[config.mk]
export PLATFORM = sky130hd
export DESIGN_NAME = pkt_arb2
export DESIGN_NICKNAME = d
export VERILOG_FILES = /design/src/rtl/pkt_arb_pkg.sv /design/src/rtl/pkt_arb_rr.sv /design/src/rtl/pkt_arb2.sv
export SDC_FILE = /design/constraint.sdc
export NUM_CORES = 1
export LEC_CHECK = 0
export ABC_AREA = 1
export CAP_MARGIN = 20
export CORE_MARGIN = 4
export CORE_UTILIZATION = 46
export CTS_BUF_LIST = sky130_fd_sc_hd__clkbuf_4 sky130_fd_sc_hd__clkbuf_8
export DETAILED_ROUTE_END_ITERATION = 8
export PLACE_DENSITY = 0.89
export SLEW_MARGIN = 20
export SYNTH_ARGS = -nofsm -noshare
export SYNTH_HDL_FRONTEND = slang
export SYNTH_SLANG_ARGS = --single-unit
[constraint.sdc]
create_clock -name clk -period 5.04 [get_ports clk]
set_clock_uncertainty 0.2 [all_clocks]
set_input_delay 0.504 -clock clk [delete_from_list [all_inputs] [get_ports clk]]
set_output_delay 0.504 -clock clk [all_outputs]
set_load 0.01 [all_outputs]
[src/rtl/pkt_arb_pkg.sv]
// rtl/pkt_arb_pkg.sv - shared state encoding and parameter defaults for the two-port packet arbiter
package pkt_arb_pkg;

  typedef enum logic [1:0] {
    IDLE = 2'd0,
    RD0  = 2'd1,
    RD1  = 2'd2
  } state_e;

  localparam int DW_DEF     = 8;
  localparam int TO_CYC_DEF = 2047;

endpackage

[src/rtl/pkt_arb_rr.sv]
// rtl/pkt_arb_rr.sv - two-way round-robin pick; on a tie the port that did not win last time is chosen
module pkt_arb_rr (
  input  logic req0,
  input  logic req1,
  input  logic last_gnt,
  output logic gnt
);

  always_comb begin
    gnt = 1'b0;
    if (req0 && req1) begin
      gnt = ~last_gnt;
    end else if (req1) begin
      gnt = 1'b1;
    end
  end

endmodule

[src/rtl/pkt_arb2.sv]
// rtl/pkt_arb2.sv - merges two show-ahead packet FIFOs into one stream, arbitrating only at packet boundaries
// Optional stall timeout with forced eop word is enabled by defining PKT_ARB_TIMEOUT_EN.
module pkt_arb2
  import pkt_arb_pkg::*;
#(
  parameter int DW     = DW_DEF,
  parameter int TO_CYC = TO_CYC_DEF
) (
  input  logic          clk,
  input  logic          rst,
  input  logic          req0,
  input  logic          req1,
  input  logic [DW-1:0] din0,
  input  logic [DW-1:0] din1,
  input  logic          din0_vld,
  input  logic          din1_vld,
  input  logic          din0_sop,
  input  logic          din1_sop,
  input  logic          din0_eop,
  input  logic          din1_eop,
  output logic          rd0,
  output logic          rd1,
  output logic [DW-1:0] dout,
  output logic          dout_vld,
  output logic          dout_sop,
  output logic          dout_eop,
  output logic          dout_src,
  output logic          err
);

  state_e        state_q, state_d;
  logic          last_gnt_q, last_gnt_d;
  logic          wait_sop_q, wait_sop_d;
  logic [DW-1:0] dout_q, dout_d;
  logic          dout_vld_q, dout_vld_d;
  logic          dout_sop_q, dout_sop_d;
  logic          dout_eop_q, dout_eop_d;
  logic          dout_src_q, dout_src_d;
  logic          err_q, err_d;

  logic          gnt;
  logic          in_rd;
  logic          cur_src;
  logic          cur_vld;
  logic          cur_sop;
  logic          cur_eop;
  logic [DW-1:0] cur_data;
  logic          xfer;
  logic          to_hit;

  pkt_arb_rr u_rr (
    .req0     (req0),
    .req1     (req1),
    .last_gnt (last_gnt_q),
    .gnt      (gnt)
  );

  assign in_rd    = (state_q == RD0) || (state_q == RD1);
  assign cur_src  = (state_q == RD1);
  assign cur_vld  = cur_src ? din1_vld : din0_vld;
  assign cur_sop  = cur_src ? din1_sop : din0_sop;
  assign cur_eop  = cur_src ? din1_eop : din0_eop;
  assign cur_data = cur_src ? din1 : din0;
  assign xfer     = in_rd && cur_vld;

  assign rd0 = (state_q == RD0) && din0_vld;
  assign rd1 = (state_q == RD1) && din1_vld;

`ifdef PKT_ARB_TIMEOUT_EN
  localparam int TW = $clog2(TO_CYC + 1);
  logic [TW-1:0] to_cnt_q, to_cnt_d;

  // Counts consecutive stalled read cycles; fires on the TO_CYC-th one.
  always_comb begin
    to_cnt_d = '0;
    to_hit   = 1'b0;
    if (in_rd && !xfer) begin
      if (to_cnt_q == TW'(TO_CYC - 1)) begin
        to_hit = 1'b1;
      end else begin
        to_cnt_d = to_cnt_q + 1'b1;
      end
    end
  end

  always_ff @(posedge clk or posedge rst) begin
    if (rst) begin
      to_cnt_q <= '0;
    end else begin
      to_cnt_q <= to_cnt_d;
    end
  end
`else
  assign to_hit = 1'b0;
`endif

  always_comb begin
    state_d    = state_q;
    last_gnt_d = last_gnt_q;
    wait_sop_d = wait_sop_q;
    dout_d     = dout_q;
    dout_vld_d = 1'b0;
    dout_sop_d = 1'b0;
    dout_eop_d = 1'b0;
    dout_src_d = dout_src_q;
    err_d      = 1'b0;

    case (state_q)
      IDLE: begin
        if (req0 || req1) begin
          state_d    = gnt ? RD1 : RD0;
          last_gnt_d = gnt;
          wait_sop_d = 1'b1;
        end
      end
      default: begin
        if (!in_rd) begin
          state_d = IDLE;
        end else if (xfer) begin
          // Words popped before the first sop of a grant are discarded.
          if (wait_sop_q && !cur_sop) begin
            err_d = 1'b1;
          end else begin
            dout_d     = cur_data;
            dout_vld_d = 1'b1;
            dout_sop_d = cur_sop;
            dout_eop_d = cur_eop;
            dout_src_d = cur_src;
            wait_sop_d = 1'b0;
            if (cur_eop) begin
              state_d = IDLE;
            end
          end
        end
      end
    endcase

    if (to_hit) begin
      state_d    = IDLE;
      dout_d     = '0;
      dout_vld_d = 1'b1;
      dout_sop_d = 1'b0;
      dout_eop_d = 1'b1;
      dout_src_d = cur_src;
      err_d      = 1'b1;
    end
  end

  always_ff @(posedge clk or posedge rst) begin
    if (rst) begin
      state_q    <= IDLE;
      last_gnt_q <= 1'b1;
      wait_sop_q <= 1'b0;
      dout_q     <= '0;
      dout_vld_q <= 1'b0;
      dout_sop_q <= 1'b0;
      dout_eop_q <= 1'b0;
      dout_src_q <= 1'b0;
      err_q      <= 1'b0;
    end else begin
      state_q    <= state_d;
      last_gnt_q <= last_gnt_d;
      wait_sop_q <= wait_sop_d;
      dout_q     <= dout_d;
      dout_vld_q <= dout_vld_d;
      dout_sop_q <= dout_sop_d;
      dout_eop_q <= dout_eop_d;
      dout_src_q <= dout_src_d;
      err_q      <= err_d;
    end
  end

  assign dout     = dout_q;
  assign dout_vld = dout_vld_q;
  assign dout_sop = dout_sop_q;
  assign dout_eop = dout_eop_q;
  assign dout_src = dout_src_q;
  assign err      = err_q;

endmodule

==> impl_results.md, run 1 <==
* Outcome: finished, final reports clean
* MaxCap Viol Count at 0
* Die area at 0.00278 mm^2
* Lkg Pwr at 0.713 nW
* Prevailing post-synth register cell: dfrtp_1
* Ranking of synthesized cells by area: dfrtp_1 (43%), nand2_1 (28%), ha_1 (5.4%), inv_1 (4.9%), buf_6 (3.7%)
* Synth area leader: dfrtp_1
* Crit path cell chain: inv_1 -> ha_1 -> nand2_1 -> inv_1 -> clkdlybuf4s50_1
* Row cnt at 15
* Commonest cells in the netlist: nand2_1 (68), dfrtp_1 (16), inv_1 (12), ha_1 (4), nor2_1 (4)
* Hold/Removal Path Class: flop to flop
* Layout Cells excl Fill at 187
* Detailed Route Iter0 Violations at 10
* Cells resized by post-CTS repair at 0
* Largest stage delay, worst path at 520 ps
* Post-synth EDFFs at 0
* Drt via density at 4.64
* Layout Nets at 193
* Cell family with most CP delay: buffers and inverters
* Num CTS Buffers at 3
* Actual slew at the worst max-slew pin at 620 ps
* Crit path max fanout at 3
* WP buf/inv at 3
* Clock Path Buffers at 2
* Initial antenna violation count at 0
* Ratio of cells with drive above 1 in the final layout at 8.02%
* Syn_nets at 152
* Drt pass-1 iters at 4
* Initial Util at 51.1%
* CP most frequent cell: inv_1
* CTS tree: done
* Arrival time worst endpoint at 1650 ps
* Hpwl dp at 1970 um
* Total gr overflow at 0
* Inst Count DP at 183
* Unrepaired setup endpoints after global routing: no
* Final wirelength at 2360 um
* Via count at 867
* Worst-path clk slew at 80 ps
* Req. time, crit path at 4340 ps
* Max_slew headroom at 58.6%
* Synth Register Bits at 17
* Area grow syn2layout at 45.9%
* GRT Overall Usage at 19.2%
* Largest net degree at the start of global routing at 18
* RePlAce Congestion at 0.829
* Startpoint types: flop
* Chip Width at 52.7 um
* CP max-delay cell: clkdlybuf4s50_1
* CP endpoint kind: output pin
* Final Hold Fails at 0
* Synth Warn # at 0
* Yosys cell types at 17
* Number of global-route vias before repair at 872
* Final ANT Viol Nets at 0
* CTS root buf: clkbuf_4
* Clock latency on the worst-skew pair at 300 ps
* WS Path Type: flop to output pin
* Number of H-tree levels at 1
* Power Dens Cells at 446 mW/mm^2
* Ports at 41
* CTS sink cnt at 17
* FF-to-FF setup slack at 2700 ps
* First-pass GRT wire length at 3750 um
* Count leader, synth: nand2_1
* Peak VDD IR at 340 uV
* Post-CTS Setup Inserts at 0
* Fin crit share at 46.8%
* Hold buffer count at cts at 0
* Seq/Total Area, Yosys at 46.3%
* Synth top area share at 43.5%
* Residual DRC at 0
* Setup tns final at 0 ps
* Fmax at 0.424 GHz
* WL per Instance at 12.6 um
* Min cycle time layout at 2360 ps
* Number of port buffers at 40
* Core Area at 0.00180 mm^2
* Filler instances at 142
* Ys async rst share at 100%
* Mean area per synthesized cell at 7.55 um^2
* Synth Cell Area at 921 um^2
* N_diodes at 0
* Setup violators final at 0
* Syn Inst Count at 122
* Die Y at 52.7 um
* Count of pins over their slew limit at 0
## tightest hold or removal path, cell delays in order, from the launching register on
cell and delay (ps):
dfstp_2 380, nand2_1 50, nand2_1 40
## cell usage in the layout (no fill, tap or decap)
| master | Yosys | layout |
|---|---|---|
| a21oi_1 | 2 | 2 |
| o21ai_2 | 1 | 1 |
| nand3_1 | 3 | 3 |
| nor2_1 | 4 | 4 |
| or2_2 | 1 | 1 |
| dfrtp_1 | 16 | 16 |
| clkbuf_4 | 0 | 4 |
| nand2_2 | 1 | 1 |
| inv_2 | 2 | 2 |
| nand2_1 | 68 | 68 |
| nand2_4 | 1 | 1 |
| dfstp_2 | 1 | 1 |
| a21oi_4 | 1 | 1 |
| ha_1 | 4 | 4 |
| inv_1 | 12 | 12 |
| clkdlybuf4s50_1 | 0 | 40 |
| a21oi_2 | 1 | 1 |
## through the flow
step	power, W	worst slack [ps]	area, um^2	util, %	hold slack, ps
after floorplan	0.000402	3420	921	-	229
after global placement	0.000510	2740	1310	72.9	259
after detailed placement	0.000524	2710	1310	72.9	260
after CTS	0.000604	2670	1340	74.6	272
after global routing	0.000646	2490	1340	74.6	298
final	0.000599	2680	1340	74.6	269
## layout make-up
class                      instances  area (um^2)  area share [%]
timing repair buffer              40          400            29.8
inverter                          14         52.6            3.91
sequential                        17          427            31.8
clock buffer                       4         30.0            2.23
tap                               25         31.3            2.33
multi-input combinational         87          403            30.0
## metal layers
metal / wire length (um) / vias up / global-route usage (%)
li1: - / 441 / -
met1: 910 / 389 / 20.0
met2: 1250 / 27 / 33.7
met3: 120 / 10 / 6.27
met4: 78 / 0 / 10.2
met5: 0 / - / 0
## power breakdown
group	internal, W	switching [W]	leakage [nW]
Sequential	0.000187	0.0000298	0.217
Clock	0.0000363	0.0000408	0.0184
Combinational	0.000140	0.000166	0.478
Total	0.000363	0.000236	0.713
## cells by family after synthesis
family	synth area share (%)
buffers and inverters	9.92
AO/OA/AOI/OAI	4.76
adder cells (fa/ha/maj)	5.43
AND/OR/NAND/NOR	33.6
flip-flops	46.3
## sequential cells by signal, summed over array words and instances (netlist names)
name	flops
dout_vld	1
dout_sop	1
dout_src	1
err	1
dout_eop	1
last_gnt_q	1
wait_sop_q	1
state_q	2
dout	8
## final timing paths
| kind | startpoint | to | cells past startpoint |
|---|---|---|---|
| worst max-delay path | state_q[0]$_DFFE_PP0P_ | rd1 | 5 |
| worst min-delay path | last_gnt_q$_DFFE_PP1P_ | last_gnt_q$_DFFE_PP1P_ | 2 |
| worst max register to register | state_q[0]$_DFFE_PP0P_ | dout[2]$_DFFE_PP0P_ | 10 |
| worst min register to register | last_gnt_q$_DFFE_PP1P_ | last_gnt_q$_DFFE_PP1P_ | 2 |
| max in group asynchronous | rst | dout[1]$_DFFE_PP0P_ | 2 |
| min in group asynchronous | rst | err$_DFF_PP0_ | 2 |
(Power assumes the default switching activity.)
==> run 2, diff against run 1 <==
- CORE_UTILIZATION: 46 -> 38
- PLACE_DENSITY: 0.89 -> 0.79
- clock period: 5.04 -> 2.1 ns (I/O delays scaled with it)
==> impl_results.md, run 2 (same netlist as run 1, synthesis figures left out) <==
* Outcome: finished, final reports clean (unchanged)
* Crit path max fanout at 3 (unchanged)
* Reg-to-Reg Start: state_q[0]$_DFFE_PP0P_ (unchanged)
* Final wirelength at 2130 um (was 2360 um)
* Largest net degree at the start of global routing at 18 (unchanged)
* R2r worst-path depth at 10 (unchanged)
* Chip Width at 57.2 um (was 52.7 um)
* Drt via density at 4.47 (was 4.64)
* Design Area, Final at 0.00138 mm^2 (was 0.00134 mm^2)
* Drt pass-1 iters at 4 (unchanged)
* Sw frac at 39.2% (was 39.4%)
* Hold buffer count at cts at 0 (unchanged)
* Count of pins over their slew limit at 0 (unchanged)
* CTS root buf: clkbuf_4 (unchanged)
* RePlAce Congestion at 0.770 (was 0.829)
* Req. time, crit path at 1690 ps (was 4340 ps)
* Area grow syn2layout at 49.6% (was 45.9%)
* Core Area at 0.00225 mm^2 (was 0.00180 mm^2)
* Residual DRC at 0 (unchanged)
* Worst-path clk slew at 110 ps (was 80 ps)
* Post-Place Cell Area at 0.00134 mm^2 (was 0.00131 mm^2)
* Total gr overflow at 0 (unchanged)
* Setup tns final at 0 ps (unchanged)
* CTS tree: done (unchanged)
* Die Y at 57.2 um (was 52.7 um)
* Power Dens Cells at 1060 mW/mm^2 (was 446 mW/mm^2)
* Fin crit share at 95.1%
* Commonest non-fill, non-tap cells in the layout: nand2_1 (68), clkdlybuf4s50_1 (39), dfrtp_1 (16) (was nand2_1 (68), clkdlybuf4s50_1 (40), dfrtp_1 (16))
* GRT met1 Usage at 14.5% (was 20.0%)
* Clock Power Share at 12.3% (was 12.9%)
* Startpoint types: flop (unchanged)
* Die area at 0.00327 mm^2 (was 0.00278 mm^2)
* Lkg Pwr at 0.749 nW (was 0.713 nW)
* MaxCap Viol Count at 0 (unchanged)
* Reg power frac at 35.5% (was 36.1%)
* Final critical-path setup slack at 104 ps (was 2680 ps)
* GRT busiest layer: met2 (unchanged)
* Final ANT Viol Nets at 0 (unchanged)
* Peak VDD IR at 534 uV (was 340 uV)
* Comb pwr share at 52.2% (was 51.0%)
* Max_slew headroom at 58.4% (was 58.6%)
* Place WS at 291 ps (was 2710 ps)
* WL per Instance at 11.0 um (was 12.6 um)
* Ports at 41 (unchanged)
* First-pass GRT wire length at 3640 um (was 3750 um)
* GR Util met3 at 2.26% (was 6.27%)
* Via count at 868 (was 867)
* Final Hold Fails at 0 (unchanged)
* Net switching power of the design at 0.000573 W (was 0.000236 W)
* Detailed Route Iter0 Violations at 26 (was 10)
* Commonest non-fill, non-tap cell in the layout: nand2_1 (unchanged)
* Initial Util at 40.8% (was 51.1%)
* Min cycle time layout at 2000 ps
* Fmax at 0.501 GHz
* Clock Path Buffers at 2 (unchanged)
* Number of port buffers at 40 (unchanged)
* Int Power at 0.000886 W (was 0.000363 W)
* Final core occ at 61.1% (was 74.6%)
* Ratio of cells with drive above 1 in the final layout at 10.8% (was 8.02%)
* Row cnt at 17 (was 15)
* Number of global-route vias before repair at 891 (was 872)
* Clock latency on the worst-skew pair at 300 ps (about the same)
* Num CTS Buffers at 3 (unchanged)
* Hold/Removal Path Class: primary input to asynchronous set/reset pin (was flop to flop)
* WS Path Type: flop to output pin (unchanged)
* Grt met2 use at 27.9% (was 33.7%)
* Layout Nets at 197 (was 193)
* Actual slew at the worst max-slew pin at 623 ps (was 620 ps)
* Arrival time worst endpoint at 1590 ps (was 1650 ps)
* Number of H-tree levels at 1 (unchanged)
* Hpwl dp at 1780 um (was 1970 um)
* R2R Path End: dout_src$_DFFE_PP0P_ (was dout[2]$_DFFE_PP0P_)
* Max FFs per register at 8 (unchanged)
* Setup violators final at 0 (unchanged)
* N_diodes at 0 (unchanged)
* FF-to-FF setup slack at 310 ps (was 2700 ps)
* CP endpoint kind: output pin (unchanged)
* Initial antenna violation count at 0 (unchanged)
* CTS sink cnt at 17 (unchanged)
* GRT Overall Usage at 14.3% (was 19.2%)
* Unrepaired setup endpoints after global routing: no (unchanged)
[run 2: worst max-delay path by stage]
stage / start / to / slack, ps / cells past startpoint
after floorplan: state_q[0]$_DFFE_PP0P_ / dout[0]$_DFFE_PP0P_ / 480 / 11
final: state_q[0]$_DFFE_PP0P_ / rd0 / 100 / 5
after detailed placement: state_q[0]$_DFFE_PP0P_ / dout_src$_DFFE_PP0P_ / 290 / 10
after CTS: state_q[0]$_DFFE_PP0P_ / rd1 / 20 / 5
after global placement: state_q[0]$_DFFE_PP0P_ / dout_src$_DFFE_PP0P_ / 380 / 10
after global routing: state_q[0]$_DFFE_PP0P_ / rd0 / 8 / 5
[run 2: repair_timing]
| action | CTS | global route |
|---|---|---|
| hold endpoints to repair | 0 | 0 |
| gates resized for setup | 0 | 2 |
| buffers inserted | 0 | 1 |
| setup endpoints to repair | 0 | 1 |
[run 2: layer usage]
layer  part of all wire [%]  up-vias
li1                       -      448
met1                     38      399
met2                     56       17
met3                    3.6        4
met4                    1.9        0
met5                      0        -
[run 2: per-stage QoR]
| step | power (W) | hold slack (ps) | std cells |
|---|---|---|---|
| floorplan | 0.000964 | -64.7 | 122 |
| global placement | 0.00125 | 255 | 189 |
| detailed placement | 0.00128 | 259 | 189 |
| CTS | 0.00146 | 109 | 193 |
| finish | 0.00146 | 76.8 | 194 |
| global route | 0.00159 | 137 | 194 |
[run 2: power groups by stage]
stage / sequential, W / combinational, W / clock, W
final: 0.000518 / 0.000761 / 0.000179
after global routing: 0.000538 / 0.000858 / 0.000197
after CTS: 0.000517 / 0.000761 / 0.000184
after detailed placement: 0.000523 / 0.000758 / 0
after global placement: 0.000514 / 0.000737 / 0
after floorplan: 0.000552 / 0.000412 / 0
[run 2: critical path: stages, from the launching register on]
cell             delay, ps
dfrtp_1                420
buf_4                  140
ha_1                   180
nand2_1                 60
inv_1                   30
clkdlybuf4s50_1        460
[run 2: layout make-up]
class                           instances  area [um^2]
Tap cell                               28         35.0
Fill cell                             212          877
Sequential cell                        17          427
Timing Repair Buffer                   44          433
Clock inverter                          1         5.00
Multi-Input combinational cell         87          403
Clock buffer                            3         22.5
Inverter                               14         52.6
==> run 3, diff against run 2 <==
- CTS_CLUSTER_SIZE: unset -> 28
==> results of run 3 <==
The final DEF is identical to that of run 2; final timing and power are the same.
